### src/rtl/ps2_tx.sv
// ps2_tx: PS/2 host-to-device frame transmitter started by a CPU bus write
module ps2_tx #(
  parameter int INHIBIT_CYCLES = 2830,
  parameter int TIMEOUT_CYCLES = 56600
) (
  input  logic        clk,
  input  logic        rst_n,
  input  logic [12:0] bus_wraddr,
  input  logic [8:0]  bus_wrdata,
  input  logic        bus_wrvalid,
  output logic        bus_wrready,
  input  logic        ps2c_in,
  input  logic        ps2d_in,
  output logic        ps2c_oe,
  output logic        ps2d_oe,
  output logic        busy,
  output logic        done,
  output logic        err
);
  localparam int MAXC = INHIBIT_CYCLES > TIMEOUT_CYCLES ? INHIBIT_CYCLES : TIMEOUT_CYCLES;
  localparam int CW = $clog2(MAXC + 1);
  localparam logic [CW-1:0] INH_LD = CW'(INHIBIT_CYCLES - 1);
  localparam logic [CW-1:0] TO_LD = CW'(TIMEOUT_CYCLES - 1);
  typedef enum logic [2:0] {IDLE, INHIBIT, REQ, SHIFT, ACK, WAITREL} state_t;
  state_t state_q, state_d;
  logic [1:0] c_sync_q, d_sync_q;
  logic c_prev_q;
  logic [9:0] frame_q, frame_d;
  logic [3:0] idx_q, idx_d;
  logic [CW-1:0] cnt_q, cnt_d;
  logic d_oe_q, d_oe_d, done_q, done_d, err_q, err_d;
  logic c_s, d_s, fall, accept, expire;
  logic unused_bus;
  assign unused_bus = ^{bus_wraddr, bus_wrdata[8]};
  assign c_s = c_sync_q[1];
  assign d_s = d_sync_q[1];
  assign fall = c_prev_q & ~c_s;
  assign bus_wrready = state_q == IDLE;
  assign accept = bus_wrvalid & bus_wrready;
  assign busy = state_q != IDLE;
  assign ps2c_oe = state_q == INHIBIT || state_q == REQ;
  assign ps2d_oe = d_oe_q;
  assign done = done_q;
  assign err = err_q;
  // Synchronise the open-drain pins (idle high) and keep the previous clock sample for edge detection
  always_ff @(posedge clk or negedge rst_n) begin
    if (!rst_n) begin
      c_sync_q <= 2'b11;
      d_sync_q <= 2'b11;
      c_prev_q <= 1'b1;
    end else begin
      c_sync_q <= {c_sync_q[0], ps2c_in};
      d_sync_q <= {d_sync_q[0], ps2d_in};
      c_prev_q <= c_s;
    end
  end
  // Frame state register; reset drops both line drivers at once
  always_ff @(posedge clk or negedge rst_n) begin
    if (!rst_n) begin
      state_q <= IDLE;
      frame_q <= '0;
      idx_q <= '0;
      cnt_q <= '0;
      d_oe_q <= 1'b0;
      done_q <= 1'b0;
      err_q <= 1'b0;
    end else begin
      state_q <= state_d;
      frame_q <= frame_d;
      idx_q <= idx_d;
      cnt_q <= cnt_d;
      d_oe_q <= d_oe_d;
      done_q <= done_d;
      err_q <= err_d;
    end
  end
  // Sequence inhibit, start request, bit shifting on device clock falls, ack sampling and release wait
  always_comb begin
    state_d = state_q;
    frame_d = frame_q;
    idx_d = idx_q;
    cnt_d = cnt_q - CW'(1);
    d_oe_d = d_oe_q;
    done_d = 1'b0;
    err_d = err_q;
    expire = 1'b0;
    case (state_q)
      IDLE: if (accept) begin
        state_d = INHIBIT;
        frame_d = {1'b1, ~^bus_wrdata[7:0], bus_wrdata[7:0]};
        err_d = 1'b0;
        cnt_d = INH_LD;
      end
      INHIBIT: if (cnt_q == '0) begin
        state_d = REQ;
        d_oe_d = 1'b1;
      end
      REQ: begin
        state_d = SHIFT;
        idx_d = '0;
        cnt_d = TO_LD;
      end
      SHIFT: if (fall) begin
        d_oe_d = ~frame_q[idx_q];
        idx_d = idx_q + 4'd1;
        cnt_d = TO_LD;
        state_d = idx_q == 4'd9 ? ACK : SHIFT;
      end else expire = cnt_q == '0;
      ACK: if (fall) begin
        err_d = err_q | d_s;
        state_d = WAITREL;
        cnt_d = TO_LD;
      end else expire = cnt_q == '0;
      WAITREL: if (c_s & d_s) begin
        state_d = IDLE;
        done_d = 1'b1;
      end else if (fall) cnt_d = TO_LD;
      else expire = cnt_q == '0;
      default: state_d = IDLE;
    endcase
    if (expire) begin
      state_d = IDLE;
      d_oe_d = 1'b0;
      err_d = 1'b1;
      done_d = 1'b1;
    end
  end
endmodule
### config.mk
export PLATFORM = sky130hd
export DESIGN_NAME = ps2_tx
export DESIGN_NICKNAME = d
export VERILOG_FILES = /design/src/rtl/ps2_tx.sv
export SDC_FILE = /design/constraint.sdc
export NUM_CORES = 1
export LEC_CHECK = 0
export BUFFER_PORTS_ARGS = -buffer_cell sky130_fd_sc_hd__buf_2
export CAP_MARGIN = 20
export CORE_ASPECT_RATIO = 1.25
export CORE_MARGIN = 3
export CORE_UTILIZATION = 55
export CTS_BUF_LIST = sky130_fd_sc_hd__clkbuf_8
export DETAILED_ROUTE_END_ITERATION = 8
export PLACE_DENSITY = 0.78
export SYNTH_ARGS = -nofsm -noshare
export SYNTH_HDL_FRONTEND = slang
export SYNTH_SLANG_ARGS = --single-unit
### constraint.sdc
create_clock -name clk -period 6 [get_ports clk]
set_input_delay 0.6 -clock clk [delete_from_list [all_inputs] [get_ports clk]]
set_output_delay 0.6 -clock clk [all_outputs]
set_load 0.02 [all_outputs]
==> results of run 1 <==
layer usage:
metal | vias to the layer above | part of all wire, % | track usage [%]
met3 | 5 | 3.3 | 4.75
li1 | 783 | - | -
met2 | 24 | 47 | 28.3
met1 | 757 | 48 | 26.5
met5 | - | 0 | 0
met4 | 0 | 0.92 | 3.82
final cells by class:
class / count / area (µm²) / area share, %
Timing Repair Buffer: 18 / 90.1 / 3.83
Inverter: 6 / 22.5 / 0.957
Clock inverter: 3 / 11.3 / 0.478
Clock buffer: 5 / 68.8 / 2.92
Sequential cell: 41 / 1030 / 43.9
Tap cell: 52 / 65.1 / 2.76
Multi-Input combinational cell: 156 / 1060 / 45.2
cell families after synthesis:
group           after synthesis
xor+xnor                     19
simple gates                 71
compound gates               51
flops                        41
buf+inv                      14
mux                          12
fa+ha+maj                     3
state kept, by name, indices dropped and copies added (netlist names):
signal    count
done          1
d_sync_q      2
idx_q         4
c_prev_q      1
cnt_q        16
ps2d_oe       1
c_sync_q      2
err           1
state_q       3
frame_q      10
critical path: cells and delay by family (launching register included):
kind,cells,cell delay [ns]
flip-flops,1,0.43
AO/OA/AOI/OAI,3,0.70
AND/OR/NAND/NOR,2,1.00
where the power goes:
group | total, W | switching (W) | internal (W) | leakage [nW]
clock | 0.000164 | 0.0000867 | 0.0000775 | 0.0519
combinational | 0.0000216 | 0.0000129 | 0.00000876 | 0.411
sequential | 0.000281 | 0.00000130 | 0.000279 | 0.489
total | 0.000466 | 0.000101 | 0.000366 | 0.952
synthesized netlist by cell type (2+ instances only):
cell / count
sky130_fd_sc_hd__o21ai_1: 2
sky130_fd_sc_hd__nor3b_1: 2
sky130_fd_sc_hd__clkbuf_1: 6
sky130_fd_sc_hd__nand3b_1: 3
sky130_fd_sc_hd__mux2_2: 9
sky130_fd_sc_hd__nand2b_1: 5
sky130_fd_sc_hd__mux2i_1: 3
sky130_fd_sc_hd__ha_1: 3
sky130_fd_sc_hd__nor2b_1: 4
sky130_fd_sc_hd__inv_1: 6
sky130_fd_sc_hd__a31oi_1: 4
sky130_fd_sc_hd__dfstp_2: 5
sky130_fd_sc_hd__nand2_1: 17
sky130_fd_sc_hd__o21ai_0: 17
sky130_fd_sc_hd__xor2_1: 7
sky130_fd_sc_hd__a22o_1: 3
sky130_fd_sc_hd__nor3_1: 6
sky130_fd_sc_hd__xnor2_1: 12
sky130_fd_sc_hd__a21oi_1: 12
sky130_fd_sc_hd__dfrtp_1: 36
sky130_fd_sc_hd__nor2_1: 18
sky130_fd_sc_hd__or3_2: 2
sky130_fd_sc_hd__or4_1: 2
sky130_fd_sc_hd__nand3_1: 5
worst paths after layout:
check                            start     endpoint  slack (ns)  depth (start not counted)
max                           cnt_q[8]      ps2d_oe        3.77                          5
min                        d_sync_q[0]  d_sync_q[1]        0.36                          0
max reg2reg                   cnt_q[8]      ps2d_oe        3.77                          5
min reg2reg                d_sync_q[0]  d_sync_q[1]        0.36                          0
max in group asynchronous        rst_n     idx_q[1]        5.00                          1
min in group asynchronous        rst_n     cnt_q[4]        0.43                          1
cells in the final DEF, fill, tap and decap left out, drive strengths merged, types with 3 or more instances in the layout:
master,instances
dfstp,5
nor2,18
nor3,6
nand3b,3
mux2,9
nor2b,4
dfrtp,36
ha,3
a22o,3
a31oi,4
nand2,17
xor2,7
buf,18
or3,4
nand3,5
or4,4
xnor2,12
clkbuf,5
mux2i,3
o21ai,19
inv,9
nand2b,5
a21oi,12
metrics by stage:
stage	instance area (µm²)	instances	utilization [%]	worst slack [ns]
3_3_place_gp	2270	273	62.6	3.80
5_1_grt	2350	281	64.8	3.65
3_5_place_dp	2270	273	62.6	3.79
2_1_floorplan	2160	211	-	3.86
4_1_cts	2350	281	64.8	3.78
6_report	2350	281	64.8	3.77
==> run_results.csv, run 1 <==
group,metric,value,unit
die,pin_count,33,
drt,detail-route-antenna-nets,0,
drt,drt-total-wl,4.00,mm
logic_synthesis,combinational_family_with_the_most_area_after_synthesis,"simple AND/OR/NAND/NOR gates",
logic_synthesis,synth_cell_type_count,46,
run_status,outcome,"finished, final reports clean",
sta,final_report_hold_violation_count,0,
clocking,max-clock-path-buffers,2,
global_route,number_of_global_route_vias_before_repair,1434,
die,die_area,0.00472,mm²
logic_synthesis,synth_fp_nets,241,
layout,final_net_count,258,
logic_synthesis,syn_inst,211,
sta,max_slew_margin,40.0,%
drt,detail_route.vias_per_cell,5.58,
setup_path,timing.critical_path.cells,"or4_4 -> or3_4 -> a2111oi_4 -> o21ai_1 -> a32o_1",
global_route,track_usage,18.6,%
clocking,clk_root_buffer_cell,"sky130_fd_sc_hd__clkbuf_8",
power_and_ir_drop,finalPower,0.000466,W
clocking,cts-buffers-inserted,5,
clocking,clk_pin_slew,0.07,ns
drt,drc_errors,0,
logic_synthesis,async_reset_ff_share,100,%
logic_synthesis,postSynthRegisterBits,41,
worst_hold_path,hold_class,"register to register",
sta,worst-slew-pin-transition,0.900,ns
setup_path,worst-endpoint-required,6.17,ns
setup_path,worstPathMaxFanout,5,
clocking,htree_levels,2,
die,core_rows,24,
global_route,wire_length_of_the_first_global_routing_pass,6.76,mm
setup_path,critPathArrivalTime,2.40,ns
clocking,clkLatencyLatePin,0.29,ns
clocking,postCtsResizedCells,0,
power_and_ir_drop,p_leak,0.952,nW
placed_design,hpwl,2.80,mm
die,die_h,76.0,µm
sta,period_share,37.2,%
logic_synthesis,share_of_the_synthesized_area_in_compound_gates_ao_oa_aoi_oai,15.9,%
setup_path,worst_setup_path_start_kind,"register",
logic_synthesis,synth_top_area_share,41.7,%
sta,worst_clock_skew,0.00589,ns
drt,routed-via-count,1569,
logic_synthesis,simple_gate_fraction_of_synth_area,17.8,%
logic_synthesis,synth-warning-count,0,
layout,area.growth.synth_to_final,9.04,%
setup_path,worst_path_class_setup,"register to register",
logic_synthesis,yosysSeqAreaShare,47.8,%
layout,layout.filler_cells,315,
clocking,cts_tree,"built",
power_and_ir_drop,power_density,198,mW/mm²
logic_synthesis,yosys.area_share.xor_xnor,7.71,%
logic_synthesis,synth_edf_count,0,
global_route,grt_antenna_before_repair,0,
placed_design,io_buffers,18,
sta,fmaxAchievable,0.448,GHz
setup_path,timing.critical_path.to_type,"register",
logic_synthesis,avgSynthCellArea,10.2,µm²
logic_synthesis,synth_area_leaders,"sky130_fd_sc_hd__dfrtp_1 42%, sky130_fd_sc_hd__dfstp_2 6.1%, sky130_fd_sc_hd__xnor2_1 4.9%, sky130_fd_sc_hd__mux2_2 4.7%, sky130_fd_sc_hd__o21ai_0 3.9%",
logic_synthesis,synth_area,0.00216,mm²
clocking,cts_hold_buf,0,
die,initial_core_util,59.4,%
layout,n_antenna_cell,0,
global_route,grt_ovf,0,
run,maxCapViolations,0,
sta,hold_ws,0.359,ns
sta,tns,0,ns
logic_synthesis,yosys-mux-area-fraction,6.09,%
sta,grt_setup_unrepaired,"no",
drt,detailedRoute.firstIterationViolations,157,
setup_path,crit_path_max_incr_delay,0.57,ns
drt,wl_per_cell,14.2,µm
clocking,postCtsSetupBuffers,0,
die,fp.dieW,62.0,µm
logic_synthesis,synthesized_area_fraction_occupied_by_adder_cells,1.74,%
die,core_region_area,0.00363,mm²
power_and_ir_drop,peakVddDrop,0.112,mV
sta,report.final.setup_viol,0,
global_route,grt_start_max_net_pins,42,
sta,fin_crit,2.23,ns
logic_synthesis,ys_dominant_reg_cell,"sky130_fd_sc_hd__dfrtp_1",
sta,final_max_slew_viol_count,0,
logic_synthesis,synth_largest_area_cell,"sky130_fd_sc_hd__dfrtp_1",
clocking,cts.sink_count,41,
layout,layout-drive-gt1-share,20.5,%
drt,drtPass1Iterations,5,
setup_path,timing.critical_path.slowest_stage_cell,"sky130_fd_sc_hd__or4_4",
placed_design,gp_congestion,0.881,
(Power assumes the default switching activity.)
==> inputs of run 2 (changes only) <==
--- a/config.mk
+++ b/config.mk
@@ -9,7 +9,7 @@
 export CAP_MARGIN = 20
 export CORE_ASPECT_RATIO = 1.25
 export CORE_MARGIN = 3
-export CORE_UTILIZATION = 55
+export CORE_UTILIZATION = 53
 export CTS_BUF_LIST = sky130_fd_sc_hd__clkbuf_8
 export DETAILED_ROUTE_END_ITERATION = 8
 export PLACE_DENSITY = 0.78
==> constraint.sdc (replaced) <==
create_clock -name clk -period 1.83 [get_ports clk]
set_input_delay 0.183 -clock clk [delete_from_list [all_inputs] [get_ports clk]]
set_output_delay 0.183 -clock clk [all_outputs]
set_load 0.02 [all_outputs]
==> run_results.csv, run 2 (same netlist as run 1, synthesis figures left out) <==
group,metric,value,unit
power_and_ir_drop,peakVddDrop,0.554,mV
drt,detail_route.vias_per_cell,5.53,
clocking,cts.sink_count,41,
clocking,cts_tree,"built",
drt,drtPass1Iterations,4,
die,die_area,0.00488,mm²
global_route,track_usage,20.9,%
drt,wl_met2,2.36,mm
sta,fin_crit,1.95,ns
layout,flip_flop_count_of_the_largest_register_all_copies_and_words_added,16,
run_status,outcome,"finished, violations left",
sta,fmaxAchievable,0.512,GHz
layout,biggest_regs,"cnt_q x16, frame_q x10, idx_q x4",
drt,drc_errors,0,
setup_path,worst_setup_path_start_kind,"register",
layout,stdcell_count,322,
drt,wl_met1,1.94,mm
placed_design,post_dp_cell_area,0.00252,mm²
sta,period_share,107,%
run,maxCapViolations,0,
layout,layout-drive-gt1-share,34.7,%
sta,setup_ws,-0.123,ns
layout,stdcell_area,0.00272,mm²
clocking,clk_root_buffer_cell,"sky130_fd_sc_hd__clkbuf_8",
power_and_ir_drop,p_leak,1.15,nW
drt,drt-total-wl,4.61,mm
clocking,htree_levels,2,
die,die_h,77.3,µm
placed_design,io_buffers,18,
layout,area.growth.synth_to_final,26.2,%
setup_path,critPathArrivalTime,2.14,ns
sta,worst_clock_skew,0.00973,ns
global_route,grt_start_max_net_pins,42,
drt,routed-via-count,1782,
sta,grt_setup_unrepaired,"yes",
layout,commonest_cells_after_routing_fill_and_taps_aside,"36 x sky130_fd_sc_hd__dfrtp_1, 36 x sky130_fd_sc_hd__buf_4, 18 x sky130_fd_sc_hd__buf_2",
sta,max_slew_margin,63.4,%
run_status,failed_checks,"negative setup slack",
placed_design,gp_congestion,0.907,
global_route,grt_ovf,0,
power_and_ir_drop,power_density,586,mW/mm²
power_and_ir_drop,finalPower,0.00160,W
drt,met3_wirelength,227,µm
global_route,number_of_global_route_vias_before_repair,1804,
sta,hold_ws,0.142,ns
drt,detailedRoute.firstIterationViolations,72,
drt,detail-route-antenna-nets,0,
clocking,cts-buffers-inserted,5,
layout,final_net_count,297,
layout,register_bank_with_the_most_flops,"cnt_q",
die,core_rows,25,
setup_path,timing.critical_path.to_type,"register",
drt,wl_per_cell,14.3,µm
drt,top_layer,"met4",
placed_design,hpwl,3.22,mm
die,initial_core_util,56.1,%
setup_path,worst-endpoint-required,2.02,ns
layout,n_antenna_cell,0,
global_route,wire_length_of_the_first_global_routing_pass,8.03,mm
sta,report.final.setup_viol,6,
setup_path,worst_path_class_setup,"register to register",
placed_design,dp.cells,306,
global_route,grt_antenna_before_repair,0,
sta,worst-slew-pin-transition,0.545,ns
die,pin_count,33,
sta,tns,-0.391,ns
setup_path,worstPathMaxFanout,4,
clocking,clk_pin_slew,0.08,ns
worst_hold_path,min_path_cells,2,
die,fp.dieW,63.1,µm
die,core_region_area,0.00385,mm²
sta,final_max_slew_viol_count,0,
worst_hold_path,hold_class,"primary input to register",
clocking,max-clock-path-buffers,2,
sta,final_report_hold_violation_count,0,
setup_path,worst-r2r-cell-count,5,
clocking,clkLatencyLatePin,0.29,ns
-- run 2: critical path, cell delays in order, from the launching register on --
cell	delay, ns
sky130_fd_sc_hd__dfrtp_1	0.38
sky130_fd_sc_hd__or4_4	0.54
sky130_fd_sc_hd__or3_4	0.43
sky130_fd_sc_hd__a2111oi_4	0.22
sky130_fd_sc_hd__o21ai_1	0.09
sky130_fd_sc_hd__a32o_1	0.20
-- run 2: repair_timing --
item                                   CTS  global route
setup endpoints to repair               10            12
endpoints found under the hold margin   38             0
resized for setup                        8             5
hold buffers                             3             0
buffers inserted                         5             0
pin swaps                                6             6
-- run 2: metal layers --
| metal | track usage [%] | vias up |
|---|---|---|
| met1 | 25.0 | 864 |
| met5 | 0 | - |
| met2 | 36.1 | 57 |
| li1 | - | 853 |
| met4 | 9.27 | 0 |
| met3 | 4.20 | 8 |
-- run 2: cell type report --
type	count	area (µm²)
repair buffers	57	390
fillers	299	1120
flip-flops and latches	41	1030
inverters	6	22.5
clock inverters	3	22.5
multi-input cells	156	1120
well taps	54	67.6
clock buffers	5	68.8
-- run 2: power by group --
| group | switching, W | internal, W | leakage (nW) |
|---|---|---|---|
| registers | 0.00000334 | 0.000915 | 0.489 |
| logic | 0.0000454 | 0.0000383 | 0.613 |
| clock network | 0.000323 | 0.000270 | 0.0481 |
| total | 0.000372 | 0.00122 | 1.15 |
-- run 2: path summary, 6_finish.rpt --
path                               endpoint  slack, ns           from
worst max-delay path                ps2d_oe      -0.12      cnt_q[11]
worst min-delay path             frame_q[1]       0.14  bus_wrdata[1]
worst max register to register      ps2d_oe      -0.12      cnt_q[11]
worst min register to register  c_sync_q[1]       0.36    c_sync_q[0]
max in group asynchronous       d_sync_q[0]       0.98          rst_n
min in group asynchronous          idx_q[2]       0.47          rst_n
-- run 2: per-stage QoR --
step           setup slack (ns)  util, %
2_1_floorplan            -0.109        -
3_3_place_gp             -0.138     65.6
3_5_place_dp             -0.154     65.6
4_1_cts                  -0.131     70.1
5_1_grt                  -0.230     70.8
6_report                 -0.123     70.8
==> inputs of run 3 (changes only) <==
--- a/config.mk
+++ b/config.mk
@@ -13,6 +13,7 @@
 export CTS_BUF_LIST = sky130_fd_sc_hd__clkbuf_8
 export DETAILED_ROUTE_END_ITERATION = 8
 export PLACE_DENSITY = 0.78
+export REMOVE_ABC_BUFFERS = 1
 export SYNTH_ARGS = -nofsm -noshare
 export SYNTH_HDL_FRONTEND = slang
 export SYNTH_SLANG_ARGS = --single-unit
==> constraint.sdc (replaced) <==
create_clock -name clk -period 1.83 [get_ports clk]
set_input_delay 0.183 -clock clk [delete_from_list [all_inputs] [get_ports clk]]
set_output_delay 0.183 -clock clk [all_outputs]
set_load 0.005 [all_outputs]
==> run_results.csv, run 3 (same netlist as run 1, synthesis figures left out) <==
group,metric,value,unit
die,fp.dieW,63.1,µm
drt,detailedRoute.firstIterationViolations,102,
setup_path,worst_setup_path_start_kind,"register",
layout,final_net_count,305,
setup_path,crit_path_max_incr_delay,0.54,ns
setup_path,timing.critical_path.cells,"or4_4 -> or3_4 -> buf_6 -> o31ai_4 -> o21ai_1 -> a32o_1",
global_route,grt_start_max_net_pins,42,
sta,final_max_slew_viol_count,0,
layout,layout_commonest_cell,"sky130_fd_sc_hd__buf_4",
clocking,cts_tree,"built",
sta,fmaxAchievable,0.489,GHz
die,pin_count,33,
setup_path,timing.critical_path.from,"cnt_q[7]",
die,core_region_area,0.00385,mm²
setup_path,worst-endpoint-required,2.03,ns
layout,multiInputGateArea,0.00111,mm²
run_status,outcome,"finished, violations left",
setup_path,timing.critical_path.to_type,"register",
clocking,cts.sink_count,41,
clocking,htree_levels,2,
sta,setup_ws,-0.216,ns
placed_design,io_buffers,18,
run_status,failed_checks,"negative setup slack",
sta,period_share,112,%
run,maxCapViolations,0,
die,die_h,77.3,µm
layout,finalCoreUtilization,73.5,%
layout,layout-drive-gt1-share,36.6,%
clocking,clkLatencyLatePin,0.30,ns
clocking,clk_pin_slew,0.09,ns
power_and_ir_drop,peakVddDrop,0.677,mV
drt,drc_errors,0,
die,initial_core_util,56.1,%
sta,max_slew_margin,62.7,%
sta,final_report_hold_violation_count,0,
sta,worst_clock_skew,0.0127,ns
sta,fin_crit,2.05,ns
placed_design,hpwl,3.35,mm
drt,detail-route-antenna-nets,0,
clocking,cts-buffers-inserted,5,
placed_design,gp_congestion,0.922,
clocking,max-clock-path-buffers,2,
layout,area.growth.synth_to_final,31.0,%
layout,biggest_regs,"cnt_q x16, frame_q x10, idx_q x4",
layout,n_antenna_cell,0,
global_route,number_of_global_route_vias_before_repair,1859,
setup_path,reg2reg_from,"cnt_q[7]",
worst_hold_path,hold_class,"primary input to register",
drt,routed-via-count,1802,
global_route,grt_ovf,0,
layout,layout.filler_cells,272,
layout,flip_flop_count_of_the_largest_register_all_copies_and_words_added,16,
setup_path,timing.critical_path.slowest_stage_cell,"sky130_fd_sc_hd__or4_4",
sta,worst-slew-pin-transition,0.555,ns
power_and_ir_drop,power_density,669,mW/mm²
layout,final-seq-area,0.00103,mm²
sta,tns,-1.01,ns
worst_hold_path,worst_hold_startpoint,"bus_wrdata[1]",
sta,report.final.setup_viol,8,
setup_path,worstPathMaxFanout,3,
power_and_ir_drop,p_leak,1.20,nW
clocking,clk_root_buffer_cell,"sky130_fd_sc_hd__clkbuf_8",
die,die_area,0.00488,mm²
drt,drt-total-wl,4.94,mm
layout,register_bank_with_the_most_flops,"cnt_q",
setup_path,critPathArrivalTime,2.24,ns
setup_path,worst_path_class_setup,"register to register",
drt,drtPass1Iterations,4,
layout,commonest_cells_after_routing_fill_and_taps_aside,"42 x sky130_fd_sc_hd__buf_4, 36 x sky130_fd_sc_hd__dfrtp_1, 18 x sky130_fd_sc_hd__buf_2",
global_route,track_usage,22.3,%
sta,grt_setup_unrepaired,"yes",
drt,detail_route.vias_per_cell,5.46,
die,core_rows,25,
global_route,wire_length_of_the_first_global_routing_pass,8.47,mm
global_route,grt_antenna_before_repair,0,
drt,wl_per_cell,15.0,µm
==> run 3: what timing repair did <==
item	in CTS	in global routing
pin swaps	10	3
buffers inserted	5	2
setup endpoints to repair	10	9
endpoints found under the hold margin	38	0
gates resized for setup	15	2
gates cloned	0	0
hold buffers	3	0
==> run 3: critical path, delay by kind of cell (launching register included) <==
family                 cells  cell delay (ns)
AO/OA/AOI/OAI              3             0.49
buffers and inverters      1             0.14
flip-flops                 1             0.38
AND/OR/NAND/NOR            2             0.95
==> run 3: metal layers <==
layer	GRT usage [%]	part of all wire, %
met5	0	0
met2	38.0	52
met4	8.61	1.5
met1	26.9	43
met3	5.50	3.7
==> run 3: layout make-up <==
class / count / share of cell area, %
Clock buffer: 5 / 2.43
Clock inverter: 3 / 2.43
Inverter: 6 / 0.797
Multi-Input combinational cell: 156 / 39.2
Sequential cell: 41 / 36.5
Tap cell: 54 / 2.39
Timing Repair Buffer: 65 / 16.2
==> run 3: worst paths after layout <==
kind | endpoint | slack, ns | cells after the start
worst min register to register | c_sync_q[1] | 0.36 | 0
worst max-delay path | ps2d_oe | -0.22 | 6
min in group asynchronous | done | 0.45 | 3
max in group asynchronous | c_prev_q | 0.99 | 3
worst min-delay path | frame_q[1] | 0.14 | 2
worst max register to register | ps2d_oe | -0.22 | 6
==> run 3: metrics by stage <==
| step | area, µm² | hold slack, ns | setup WS [ns] | cells | total power [W] |
|---|---|---|---|---|---|
| 2_1_floorplan | 2120 | -0.113 | -0.272 | 203 | 0.000969 |
| 3_3_place_gp | 2550 | 0.276 | -0.181 | 312 | 0.00101 |
| 3_5_place_dp | 2550 | 0.275 | -0.230 | 312 | 0.00102 |
| 4_1_cts | 2800 | 0.132 | -0.200 | 328 | 0.00190 |
| 5_1_grt | 2830 | 0.142 | -0.300 | 330 | 0.00196 |
| 6_report | 2830 | 0.135 | -0.216 | 330 | 0.00189 |
==> run 3: power by group <==
part | switching, W | internal (W)
Sequential | 0.00000360 | 0.000915
Clock | 0.000339 | 0.000549
Combinational | 0.0000457 | 0.0000383
Total | 0.000388 | 0.00150
